===== config.mk =====
export PLATFORM = sky130hd
export DESIGN_NAME = ir_prefetch_queue_flat
export DESIGN_NICKNAME = d
export VERILOG_FILES = /design/src/rtl/ir_prefetch_queue_if.sv /design/src/rtl/ir_prefetch_queue.sv /design/src/flat_wrapper.sv
export SDC_FILE = /design/constraint.sdc
export NUM_CORES = 1
export LEC_CHECK = 0
export ABC_AREA = 0
export CORE_UTILIZATION = 56
export DETAILED_ROUTE_END_ITERATION = 6
export GPL_ROUTABILITY_DRIVEN = 0
export PLACE_DENSITY = 0.81
export SYNTH_ARGS = -nofsm -noshare
export SYNTH_HDL_FRONTEND = slang
export SYNTH_SLANG_ARGS = --single-unit

===== constraint.sdc =====
create_clock -name CLK -period 4.6 [get_ports CLK]
set_input_delay 0.92 -clock CLK [delete_from_list [all_inputs] [get_ports CLK]]
set_output_delay 0.92 -clock CLK [all_outputs]
set_load 0.03 [all_outputs]

===== src/rtl/ir_prefetch_queue_if.sv =====
// Bus between the control unit / MBR side and the prefetching instruction register.
// The control unit drives CON and MBR_IN (master); the IR queue answers (slave).
interface ir_prefetch_queue_if #(
    parameter int WORD_W = 16,
    parameter int OP_W   = 8,
    parameter int DEPTH  = 4,
    parameter int CON_W  = 32
);
    localparam int CNT_W = $clog2(DEPTH + 1);

    logic [CON_W-1:0]       CON;
    logic [WORD_W-1:0]      MBR_IN;
    logic [OP_W-1:0]        IR_OUT;
    logic [WORD_W-OP_W-1:0] ADDR_OUT;
    logic                   IR_VALID;
    logic [CNT_W-1:0]       Q_COUNT;
    logic                   Q_FULL;
    logic                   Q_EMPTY;
    logic                   OVF;
    logic                   UNF;

    modport master (
        output CON, MBR_IN,
        input  IR_OUT, ADDR_OUT, IR_VALID, Q_COUNT, Q_FULL, Q_EMPTY, OVF, UNF
    );

    modport slave (
        input  CON, MBR_IN,
        output IR_OUT, ADDR_OUT, IR_VALID, Q_COUNT, Q_FULL, Q_EMPTY, OVF, UNF
    );
endinterface


===== src/rtl/ir_prefetch_queue.sv =====
// Instruction register fed by a DEPTH-entry prefetch FIFO from the MBR.
// State changes on the falling clock edge; RST clears everything asynchronously.
// Flush (branch) wins over pop/push; pop on an empty queue with a concurrent
// push bypasses the FIFO straight into the IR.
module ir_prefetch_queue #(
    parameter int WORD_W    = 16,
    parameter int OP_W      = 8,
    parameter int DEPTH     = 4,
    parameter int CON_W     = 32,
    parameter int PUSH_BIT  = 2,
    parameter int POP_BIT   = 3,
    parameter int FLUSH_BIT = 6
) (
    input  logic              CLK,
    input  logic              RST,
    ir_prefetch_queue_if.slave bus
);
    localparam int PTR_W = $clog2(DEPTH);
    localparam int CNT_W = $clog2(DEPTH + 1);

    logic [WORD_W-1:0] r_mem [DEPTH];
    logic [PTR_W-1:0]  r_rptr;
    logic [PTR_W-1:0]  r_wptr;
    logic [CNT_W-1:0]  r_count;
    logic [WORD_W-1:0] r_ir;
    logic              r_ir_valid;
    logic              r_ovf;
    logic              r_unf;

    logic              w_push;
    logic              w_pop;
    logic              w_flush;
    logic              w_empty;
    logic              w_full;
    logic              w_do_pop;
    logic              w_do_push;
    logic              w_bypass;
    logic              w_set_ovf;
    logic              w_set_unf;
    logic              w_wr_en;
    logic [PTR_W-1:0]  w_wr_idx;
    logic              w_unused_con;

    assign w_push  = bus.CON[PUSH_BIT];
    assign w_pop   = bus.CON[POP_BIT];
    assign w_flush = bus.CON[FLUSH_BIT];
    // Only three control bits belong to this block; the rest of CON is ignored.
    assign w_unused_con = ^bus.CON;

    assign w_empty = (r_count == '0);
    assign w_full  = (r_count == CNT_W'(DEPTH));

    // A pop on a full queue frees the head, so a simultaneous push still fits.
    // A bypass consumes the pushed word directly, so it never enters the FIFO.
    assign w_do_pop  = !w_flush && w_pop && !w_empty;
    assign w_bypass  = !w_flush && w_pop && w_empty && w_push;
    assign w_set_unf = !w_flush && w_pop && w_empty && !w_push;
    assign w_do_push = !w_flush && w_push && !w_bypass && (!w_full || w_pop);
    assign w_set_ovf = !w_flush && w_push && w_full && !w_pop;

    // Branch-target fetch after a flush always lands in slot 0.
    assign w_wr_en  = (w_flush && w_push) || w_do_push;
    assign w_wr_idx = w_flush ? '0 : r_wptr;

    // Storage needs no reset: entries are only read once the count covers them.
    always_ff @(negedge CLK) begin
        if (w_wr_en) r_mem[w_wr_idx] <= bus.MBR_IN;
    end

    // Read/write pointers and occupancy.
    always_ff @(negedge CLK or posedge RST) begin
        if (RST) begin
            r_rptr  <= '0;
            r_wptr  <= '0;
            r_count <= '0;
        end else if (w_flush) begin
            r_rptr  <= '0;
            r_wptr  <= w_push ? PTR_W'(1) : '0;
            r_count <= w_push ? CNT_W'(1) : '0;
        end else begin
            if (w_do_pop)  r_rptr <= r_rptr + PTR_W'(1);
            if (w_do_push) r_wptr <= r_wptr + PTR_W'(1);
            if (w_do_push && !w_do_pop)      r_count <= r_count + CNT_W'(1);
            else if (w_do_pop && !w_do_push) r_count <= r_count - CNT_W'(1);
        end
    end

    // Instruction register: loads from the FIFO head or bypasses from MBR_IN.
    always_ff @(negedge CLK or posedge RST) begin
        if (RST) begin
            r_ir       <= '0;
            r_ir_valid <= 1'b0;
        end else if (w_flush) begin
            r_ir_valid <= 1'b0;
        end else if (w_do_pop) begin
            r_ir       <= r_mem[r_rptr];
            r_ir_valid <= 1'b1;
        end else if (w_bypass) begin
            r_ir       <= bus.MBR_IN;
            r_ir_valid <= 1'b1;
        end
    end

    // Sticky error flags; only reset clears them, a flush does not.
    always_ff @(negedge CLK or posedge RST) begin
        if (RST) begin
            r_ovf <= 1'b0;
            r_unf <= 1'b0;
        end else begin
            if (w_set_ovf) r_ovf <= 1'b1;
            if (w_set_unf) r_unf <= 1'b1;
        end
    end

    assign bus.IR_OUT   = r_ir[WORD_W-1 -: OP_W];
    assign bus.ADDR_OUT = r_ir[WORD_W-OP_W-1:0];
    assign bus.IR_VALID = r_ir_valid;
    assign bus.Q_COUNT  = r_count;
    assign bus.Q_FULL   = w_full;
    assign bus.Q_EMPTY  = w_empty;
    assign bus.OVF      = r_ovf;
    assign bus.UNF      = r_unf;
endmodule


===== src/flat_wrapper.sv =====
// flat-port wrapper written by rule: the top's interface ports become plain ports
module ir_prefetch_queue_flat 
#(
    parameter int WORD_W    = 16,
    parameter int OP_W      = 8,
    parameter int DEPTH     = 4,
    parameter int CON_W     = 32,
    parameter int PUSH_BIT  = 2,
    parameter int POP_BIT   = 3,
    parameter int FLUSH_BIT = 6
)
  (CLK, RST, bus_CON, bus_MBR_IN, bus_IR_OUT, bus_ADDR_OUT, bus_IR_VALID, bus_Q_COUNT, bus_Q_FULL, bus_Q_EMPTY, bus_OVF, bus_UNF);
  ir_prefetch_queue_if #(.WORD_W(WORD_W), .OP_W(OP_W), .DEPTH(DEPTH), .CON_W(CON_W)) bus_i ();
  input  logic CLK;
  input  logic RST;
  input wire logic [$bits(bus_i.CON)-1:0] bus_CON;
  input wire logic [$bits(bus_i.MBR_IN)-1:0] bus_MBR_IN;
  output wire logic [$bits(bus_i.IR_OUT)-1:0] bus_IR_OUT;
  output wire logic [$bits(bus_i.ADDR_OUT)-1:0] bus_ADDR_OUT;
  output wire logic [$bits(bus_i.IR_VALID)-1:0] bus_IR_VALID;
  output wire logic [$bits(bus_i.Q_COUNT)-1:0] bus_Q_COUNT;
  output wire logic [$bits(bus_i.Q_FULL)-1:0] bus_Q_FULL;
  output wire logic [$bits(bus_i.Q_EMPTY)-1:0] bus_Q_EMPTY;
  output wire logic [$bits(bus_i.OVF)-1:0] bus_OVF;
  output wire logic [$bits(bus_i.UNF)-1:0] bus_UNF;
  assign bus_i.CON = bus_CON;
  assign bus_i.MBR_IN = bus_MBR_IN;
  assign bus_IR_OUT = bus_i.IR_OUT;
  assign bus_ADDR_OUT = bus_i.ADDR_OUT;
  assign bus_IR_VALID = bus_i.IR_VALID;
  assign bus_Q_COUNT = bus_i.Q_COUNT;
  assign bus_Q_FULL = bus_i.Q_FULL;
  assign bus_Q_EMPTY = bus_i.Q_EMPTY;
  assign bus_OVF = bus_i.OVF;
  assign bus_UNF = bus_i.UNF;
  ir_prefetch_queue #(.WORD_W(WORD_W), .OP_W(OP_W), .DEPTH(DEPTH), .CON_W(CON_W), .PUSH_BIT(PUSH_BIT), .POP_BIT(POP_BIT), .FLUSH_BIT(FLUSH_BIT)) u_core (.CLK(CLK), .RST(RST), .bus(bus_i));
endmodule

==> tab_implementation.tex, run 1 <==
\begin{tabular}{lr}
\hline
Metric & Value \\
\hline
\multicolumn{2}{l}{\textbf{Worst setup path}} \\
Critical path, cell by cell & buf\_4 > nor2\_2 > and2\_4 > buf\_4 \\
Crit path arrival time & 3.62 ns \\
Crit path depth & 4 \\
Reg2Reg Launch Point & u\_core.r\_rptr[0]\$\_DFFE\_NP0P\_ \\
Worst Reg2Reg Path Length in Cells & 3 \\
Cell with the biggest individual delay on the critical path & sky130\_fd\_sc\_hd\_\_dfrtn\_1 \\
CP Max Fanout & 7 \\
Delay contributed by the slowest stage of the critical path & 0.34 ns \\
Endpoint required time on the critical path & roughly 3.7 ns \\
CP Buf/Inv Count & 2 \\
Crit. End Element & output pin \\
Reg-to-Reg End & u\_core.r\_ir[10]\$\_DFFE\_NP0P\_ \\
Register-to-register setup slack & 2.31 ns \\
Family with the most delay on the worst path & flip-flops \\
Cell seen most often among critical-path stages & sky130\_fd\_sc\_hd\_\_buf\_4 \\
Startpoint types & register \\
Category of the critical setup timing path & register to output pin \\
\multicolumn{2}{l}{\textbf{STA}} \\
Clock skew & roughly 0.069 ns \\
Final slew viol count & 0 \\
Final hold violations & 0 \\
Slew @ Worst Pin & between 1 and 1.5 ns \\
Slew headroom & 27.6\% \\
Unrepaired setup endpoints after global routing & true \\
Total setup violations reported at the end of the flow & 0 \\
\multicolumn{2}{l}{\textbf{Power and ir drop}} \\
Sequential share of power & 44.5\% \\
Worst ir drop on vdd & 0.374 mV \\
Sw Ratio & 34.8\% \\
Cell-internal power & between 1.5 and 2 mW \\
Sw power & 0.823 mW \\
Total power draw & 2.37 mW \\
Leak pwr & 2.21 nW \\
Pwr/cell area & 461 nW/um2 \\
Clock network power share & 30.9\% \\
Logic pwr share & 24.6\% \\
\multicolumn{2}{l}{\textbf{Routing}} \\
DRC violations left & 0 \\
Number of DRC markers after the initial detailed-route iteration & 189 \\
Routed wire length & 8.47 mm \\
Total via count after detailed routing & around 2,600 \\
Routed wirelength normalized by instance count & $\sim$19 um \\
Number of iterations in the first detailed-routing pass & 4 \\
Vias per Instance & 5.65 \\
Antenna-violating nets left & 0 \\
\multicolumn{2}{l}{\textbf{Place}} \\
Count of input and output buffers & between 40 and 50 \\
DP HPWL & 5.26 mm \\
Post-placement cell area & 4710 um2 \\
\multicolumn{2}{l}{\textbf{Job}} \\
Max cap viols & 0 \\
\multicolumn{2}{l}{\textbf{Floorplan}} \\
Placement Rows & 29 \\
Floorplan die area & 7270 um2 \\
Die Y & between 80 and 90 um \\
Starting density of the core & 59.5\% \\
Core region area & 6530 um2 \\
X dimension of the die & 85.3 um \\
Total I/O pin count & 74 \\
\multicolumn{2}{l}{\textbf{Clock tree}} \\
Number of sinks handled by clock tree synthesis & 90 \\
Source-to-sink clock delay at the later pin of the worst-skew pair & 0.40 ns \\
Clock tree from TritonCTS & built \\
Root buffer cell & sky130\_fd\_sc\_hd\_\_clkbuf\_8 \\
Clock transition at the register clock pins on the worst setup and hold paths after CTS & about 0.060 ns \\
Inserted Clock Buffers & 9 \\
Number of buffers on the longest clock path & 2 \\
H-tree depth & 3 \\
\multicolumn{2}{l}{\textbf{Yosys}} \\
Biggest area consumer among synthesized cells & sky130\_fd\_sc\_hd\_\_edfxtp\_1 \\
Top-area cell type share of the netlist area & 49.5\% \\
Post-Synthesis Mean Instance Area & 16.2 um2 \\
Primary FF master, synth & sky130\_fd\_sc\_hd\_\_edfxtp\_1 \\
Seq/Total Area, Yosys & 66.2\% \\
Post-synthesis cell type count & 47 \\
Count of synthesis-stage warnings from yosys & 0 \\
Async set-reset flop share out of synthesis & 28.9\% \\
Library cell with the highest instance count after synthesis & sky130\_fd\_sc\_hd\_\_edfxtp\_1 \\
Synth top cells by count & sky130\_fd\_sc\_hd\_\_edfxtp\_1, sky130\_fd\_sc\_hd\_\_dfrtn\_1, sky130\_fd\_sc\_hd\_\_mux2i\_1 \\
Leading cell types by total area after synthesis & sky130\_fd\_sc\_hd\_\_edfxtp\_1, sky130\_fd\_sc\_hd\_\_dfrtn\_1, sky130\_fd\_sc\_hd\_\_mux4\_2, sky130\_fd\_sc\_hd\_\_mux2i\_1, sky130\_fd\_sc\_hd\_\_mux4\_1 \\
Total standard cell area after synthesis & just under 4000 um2 \\
Synthesized flop and latch total & 90 \\
Net count after synthesis & 291 \\
Post-synth EDFFs & 64 \\
Number of instances in the synthesized netlist & 240 \\
\multicolumn{2}{l}{\textbf{Final layout}} \\
Syn-to-layout area delta & 32.0\% \\
Reg area & 2570 um2 \\
Fraction of final layout cells sized beyond drive strength 1 & a little under a quarter \\
Final layout net count & $\sim$420 \\
Filler Cells Inserted & 388 \\
Number of antenna cells inserted & 0 \\
Post-Layout Inst Area & 5130 um2 \\
Multi-input logic area & 1260 um2 \\
\multicolumn{2}{l}{\textbf{Hold path}} \\
Depth of the worst hold-timing path & 1 \\
Worst Hold Class & register to register \\
Start point of the worst hold path & u\_core.bus.OVF\$\_DFFE\_NP0P\_ \\
Hold Path Sink & u\_core.bus.OVF\$\_DFFE\_NP0P\_ \\
\multicolumn{2}{l}{\textbf{Global route}} \\
Total global-route track usage & 25.8\% \\
Wire length of the first global-routing pass & 13.7 mm \\
Remaining Overflow, GRT & 0 \\
Number of global-route vias before repair & 2,721 \\
Antenna violations before repair & 0 \\
Largest net degree at the start of global routing & 27 \\
\multicolumn{2}{l}{\textbf{Outcome}} \\
Run status & completed \\
\hline
\end{tabular}
[worst max path at each step]
stage / to / from / slack [ns]
floorplan: u_core.r_mem[0][0]$_DFFE_NP_ / bus_CON[3] / -0.15
global placement: u_core.bus.Q_COUNT[1]$_DFFE_NP0P_ / bus_CON[3] / -0.37
detailed placement: u_core.bus.Q_COUNT[1]$_DFFE_NP0P_ / bus_CON[2] / -0.41
CTS: bus_Q_FULL / u_core.bus.Q_COUNT[1]$_DFFE_NP0P_ / 0.006
global route: bus_Q_FULL / u_core.bus.Q_COUNT[1]$_DFFE_NP0P_ / 0.005
finish: bus_Q_FULL / u_core.bus.Q_COUNT[1]$_DFFE_NP0P_ / 0.06
[metal layers]
| layer | part of all wire, % | global-route usage [%] | wire length, um |
|---|---|---|---|
| met5 | 0 | 0 | 0 |
| met3 | 5.0 | 3.79 | 425 |
| met1 | 39 | 31.7 | 3320 |
| met2 | 54 | 46.3 | 4570 |
| met4 | 1.9 | 10.3 | 161 |
[cell usage in the layout, fill, tap and decap left out, types with 2 or more instances in the layout]
cell                              count
sky130_fd_sc_hd__buf_4               28
sky130_fd_sc_hd__or3_1                2
sky130_fd_sc_hd__o21ai_0              6
sky130_fd_sc_hd__mux2i_1             16
sky130_fd_sc_hd__dfrtn_1             26
sky130_fd_sc_hd__clkdlybuf4s50_1     17
sky130_fd_sc_hd__edfxtp_1            64
sky130_fd_sc_hd__nor3_4               3
sky130_fd_sc_hd__nor3_1               8
sky130_fd_sc_hd__nand3_1              3
sky130_fd_sc_hd__nor2_1               5
sky130_fd_sc_hd__nor2_4               2
sky130_fd_sc_hd__a21oi_1             11
sky130_fd_sc_hd__buf_12               7
sky130_fd_sc_hd__clkinv_1             3
sky130_fd_sc_hd__dlygate4sd2_1       22
sky130_fd_sc_hd__dlymetal6s2s_1       2
sky130_fd_sc_hd__nand2_1              7
sky130_fd_sc_hd__clkbuf_8            10
sky130_fd_sc_hd__or2_1                2
sky130_fd_sc_hd__mux4_1               4
sky130_fd_sc_hd__inv_1               70
sky130_fd_sc_hd__nor3_2               8
sky130_fd_sc_hd__a21oi_2              6
sky130_fd_sc_hd__mux4_2              12
[sequential cells by signal, summed over array words and instances, names as in the netlist]
register and count:
u_core.bus.IR_VALID 1, u_core.bus.OVF 1, u_core.bus.Q_COUNT 3, u_core.bus.UNF 1, u_core.r_ir 16, u_core.r_mem 64, u_core.r_rptr 2, u_core.r_wptr 2
[through the flow]
stage	hold WS, ns	utilization [%]	TNS (ns)	worst slack, ns	instances
after detailed placement	0.432	72.1	-25.45	-0.411	376
after CTS	0.429	78.2	0	0.00627	455
after floorplan	0.560	-	-3.23	-0.149	240
after global routing	0.463	78.5	0	0.00519	455
final	0.423	78.5	0	0.0588	455
after global placement	0.413	72.1	-22.90	-0.373	376
[power by group through the flow]
stage | clock network (mW) | registers (mW) | logic, mW
after floorplan | 0.0842 | 1.16 | 0.267
final | 0.732 | 1.05 | 0.582
after global placement | 0.0842 | 1.06 | 0.599
after global routing | 0.817 | 1.06 | 0.620
after detailed placement | 0.0842 | 1.07 | 0.615
after CTS | 0.738 | 1.05 | 0.581
[repair_timing]
action / CTS / global route
resized for setup: 24 / 6
endpoints found under the setup margin: 24 / 4
pin swaps: 4 / 4
hold buffers: 0 / 0
setup buffers: 0 / 0
[layout make-up]
class	instances	share of cell area (%)
Multi-Input combinational cell	124	24.5
Timing Repair Buffer	77	14.6
Tap cell	77	1.88
Clock inverter	69	5.17
Sequential cell	90	50.1
Inverter	7	0.512
Clock buffer	11	3.17
[cell families after synthesis]
kind of cell / Yosys count / synth area share (%)
AOI/OAI and AO/OA: 35 / 6.22
xor gates and xnor gates: 3 / 0.676
adders and majority gates: 1 / 0.515
buffers and inverters: 26 / 4.28
DFF: 90 / 66.2
muxes: 32 / 13.8
and+or+nand+nor: 53 / 8.31
No activity file was read; power rests on OpenSTA's default activity.
==> run 2, diff against run 1 <==
- ABC_AREA: 0 -> unset
==> results of run 2 <==
No change in the layout: final DEF, timing and power equal those of run 1.
==> run 3, diff against run 2 <==
- GPL_ROUTABILITY_DRIVEN: 0 -> unset
- PLACE_DENSITY: 0.81 -> 0.85
==> tab_implementation.tex, run 3 (synthesized netlist as in run 1, its figures left out) <==
\begin{tabular}{lr}
\hline
Metric & Value \\
\hline
\multicolumn{2}{l}{\textbf{Outcome}} \\
Run status & completed \\
\multicolumn{2}{l}{\textbf{Floorplan}} \\
Placement Rows & 29 (unchanged) \\
Total I/O pin count & 74 (unchanged) \\
Core region area & 6530 um2 (unchanged) \\
Starting density of the core & 59.5\% (unchanged) \\
X dimension of the die & 85.3 um (unchanged) \\
Floorplan die area & 7270 um2 (unchanged) \\
Die Y & 85.3 um (unchanged) \\
\multicolumn{2}{l}{\textbf{Final layout}} \\
Fraction of final layout cells sized beyond drive strength 1 & 25.4\% (+2.4 points) \\
Flip-flop count of the largest register, all copies and words added & 64 (unchanged) \\
Commonest cells after routing, fill and taps aside & sky130\_fd\_sc\_hd\_\_inv\_1, sky130\_fd\_sc\_hd\_\_edfxtp\_1, sky130\_fd\_sc\_hd\_\_buf\_4 \\
Leading cell type in the layout, fill and taps excluded & sky130\_fd\_sc\_hd\_\_inv\_1 \\
Number of antenna cells inserted & 0 (unchanged) \\
Filler Cells Inserted & 385 (-0.77\%) \\
Final Core Density & 79.4\% (+0.88 points) \\
Reg with most FFs & u\_core.r\_mem \\
Syn-to-layout area delta & 33.5\% \\
Final layout net count & 428 (+0.94\%) \\
\multicolumn{2}{l}{\textbf{Clock tree}} \\
Clock tree from TritonCTS & built \\
Number of sinks handled by clock tree synthesis & 90 (unchanged) \\
Source-to-sink clock delay at the later pin of the worst-skew pair & 0.44 ns (+0.04 ns) \\
H-tree depth & 3 (unchanged) \\
Clock transition at the register clock pins on the worst setup and hold paths after CTS & 0.07 ns (about the same) \\
Number of buffers on the longest clock path & 2 (unchanged) \\
Inserted Clock Buffers & 9 (unchanged) \\
Root buffer cell & sky130\_fd\_sc\_hd\_\_clkbuf\_8 \\
\multicolumn{2}{l}{\textbf{Global route}} \\
Remaining Overflow, GRT & 0 (unchanged) \\
Total global-route track usage & 27.7\% (+1.8 points) \\
Number of global-route vias before repair & 2,728 (+0.26\%) \\
Wire length of the first global-routing pass & 14.3 mm (+3.8\%) \\
Antenna violations before repair & 0 (unchanged) \\
Largest net degree at the start of global routing & 27 (unchanged) \\
\multicolumn{2}{l}{\textbf{STA}} \\
Total setup violations reported at the end of the flow & 0 (unchanged) \\
Clock skew & 0.0950 ns (+0.0256 ns) \\
Slew @ Worst Pin & 1.12 ns (+0.0378 ns) \\
Slew headroom & 25.1\% (-2.5 points) \\
Final slew viol count & 0 (unchanged) \\
Final hold violations & 0 (unchanged) \\
\multicolumn{2}{l}{\textbf{Place}} \\
DP HPWL & 5.73 mm (+8.9\%) \\
Final weighted congestion of routability-driven global placement & approximately 0.79 \\
Count of input and output buffers & 44 (unchanged) \\
\multicolumn{2}{l}{\textbf{Worst setup path}} \\
Family with the most delay on the worst path & buffers and inverters \\
Critical path, cell by cell & clkdlybuf4s50\_1 > buf\_4 > nand3\_1 > nor3\_4 > buf\_12 \\
Reg-to-Reg End & u\_core.r\_ir[6]\$\_DFFE\_NP0P\_ \\
Delay contributed by the slowest stage of the critical path & 0.50 ns (+0.16 ns) \\
Endpoint required time on the critical path & 2.40 ns (-1.28 ns) \\
Register-to-register setup slack & 2.26 ns (-0.05 ns) \\
Worst Reg2Reg Path Length in Cells & 3 (unchanged) \\
Reg2Reg Launch Point & u\_core.r\_rptr[0]\$\_DFFE\_NP0P\_ \\
Crit. End Element & register \\
Worst setup path startpoint & bus\_CON[2] \\
Category of the critical setup timing path & primary input to register \\
CP Buf/Inv Count & 3 (+1) \\
CP Max Fanout & 19 (+12) \\
Startpoint types & primary input \\
Cell with the biggest individual delay on the critical path & sky130\_fd\_sc\_hd\_\_clkdlybuf4s50\_1 \\
Crit path arrival time & 2.36 ns (-1.26 ns) \\
\multicolumn{2}{l}{\textbf{Routing}} \\
Total via count after detailed routing & 2,714 (+5.6\%) \\
Antenna-violating nets left & 0 (unchanged) \\
Routed wirelength normalized by instance count & 21.0 um (+13\%) \\
Number of iterations in the first detailed-routing pass & 6 (+2) \\
Vias per Instance & 5.91 (+4.6\%) \\
Number of DRC markers after the initial detailed-route iteration & 203 (+7.4\%) \\
DRC violations left & 0 (unchanged) \\
Routed wire length & 9.62 mm (+14\%) \\
\multicolumn{2}{l}{\textbf{Hold path}} \\
Worst Hold Class & register to register \\
Start point of the worst hold path & u\_core.bus.UNF\$\_DFFE\_NP0P\_ \\
Hold Path Sink & u\_core.bus.UNF\$\_DFFE\_NP0P\_ \\
Depth of the worst hold-timing path & 2 (+1) \\
\multicolumn{2}{l}{\textbf{Power and ir drop}} \\
Worst ir drop on vdd & 0.412 mV (+10\%) \\
Pwr/cell area & 483 nW/um2 (+4.7\%) \\
Leak pwr & 2.23 nW (+1.1\%) \\
Total power draw & 2.51 mW (+5.9\%) \\
\multicolumn{2}{l}{\textbf{Job}} \\
Max cap viols & 0 (unchanged) \\
\hline
\end{tabular}
-- run 3: cell types whose count changed in the layout (fill, tap and decap cells not counted), moves of 2 or more --
cell | previous run | this run
sky130_fd_sc_hd__buf_6 | 1 | 4
sky130_fd_sc_hd__buf_4 | 28 | 32
sky130_fd_sc_hd__inv_6 | 1 | 3
sky130_fd_sc_hd__buf_12 | 7 | 4
sky130_fd_sc_hd__bufinv_16 | 0 | 2
sky130_fd_sc_hd__clkdlybuf4s50_1 | 17 | 19
sky130_fd_sc_hd__clkinv_1 | 3 | 0
-- run 3: worst reg2reg max path: stages, from the launching register on --
cell	delay [ns]
sky130_fd_sc_hd__dfrtn_1	1.15
sky130_fd_sc_hd__mux4_1	0.71
sky130_fd_sc_hd__nor3_1	0.25
sky130_fd_sc_hd__a21oi_1	0.07
-- run 3: layer usage --
layer / GRT usage (%) / up-vias / wire (um)
met5: 0 / - / 0
met2: 50.2 / 119 / 5200
met4: 10.9 / 0 / 173
li1: - / 1208 / -
met3: 6.52 / 21 / 639
met1: 31.7 / 1366 / 3610
-- run 3: cell type report --
class,instances,area [um2],area share (%)
Clock buffer,9,124,2.39
Timing Repair Buffer,81,752,14.5
Sequential cell,90,2570,49.6
Tap cell,77,96.3,1.86
Clock inverter,71,347,6.68
Inverter,7,26.3,0.507
Multi-Input combinational cell,124,1270,24.5
-- run 3: repair_timing --
item | in CTS | in global routing
pin swaps | 2 | 5
endpoints found under the setup margin | 40 | 24
setup buffers | 0 | 3
gates cloned | 0 | 0
hold buffers | 0 | 0
gates resized for setup | 25 | 9
-- run 3: worst max-delay path by stage --
| stage | end | slack, ns | cells past startpoint |
|---|---|---|---|
| floorplan | u_core.r_mem[0][0]$_DFFE_NP_ | -0.15 | 4 |
| global placement | u_core.r_mem[0][0]$_DFFE_NP_ | -0.39 | 6 |
| detailed placement | u_core.r_mem[0][1]$_DFFE_NP_ | -0.45 | 6 |
| CTS | u_core.bus.Q_COUNT[2]$_DFFE_NP0P_ | -0.002 | 7 |
| global route | bus_Q_FULL | -0.03 | 4 |
| finish | u_core.r_mem[2][13]$_DFFE_NP_ | 0.04 | 5 |
-- run 3: power by group --
part	internal (mW)	switching, mW	leakage (nW)	total (mW)
logic	0.248	0.353	0.884	0.602
clock network	0.390	0.460	0.458	0.850
registers	0.984	0.0706	0.890	1.05
total	1.62	0.884	2.23	2.51
-- run 3: through the flow --
step	instance area (um2)	TNS (ns)	hold WS, ns	cells	worst slack [ns]
2_1_floorplan	3980	-3.23	0.560	240	-0.149
3_3_place_gp	4680	-23.93	0.420	377	-0.392
3_5_place_dp	4680	-27.88	0.415	377	-0.452
4_1_cts	5130	-0.00154	0.414	456	-0.00154
5_1_grt	5190	-0.0613	0.439	459	-0.0320
6_report	5190	0	0.412	459	0.0383
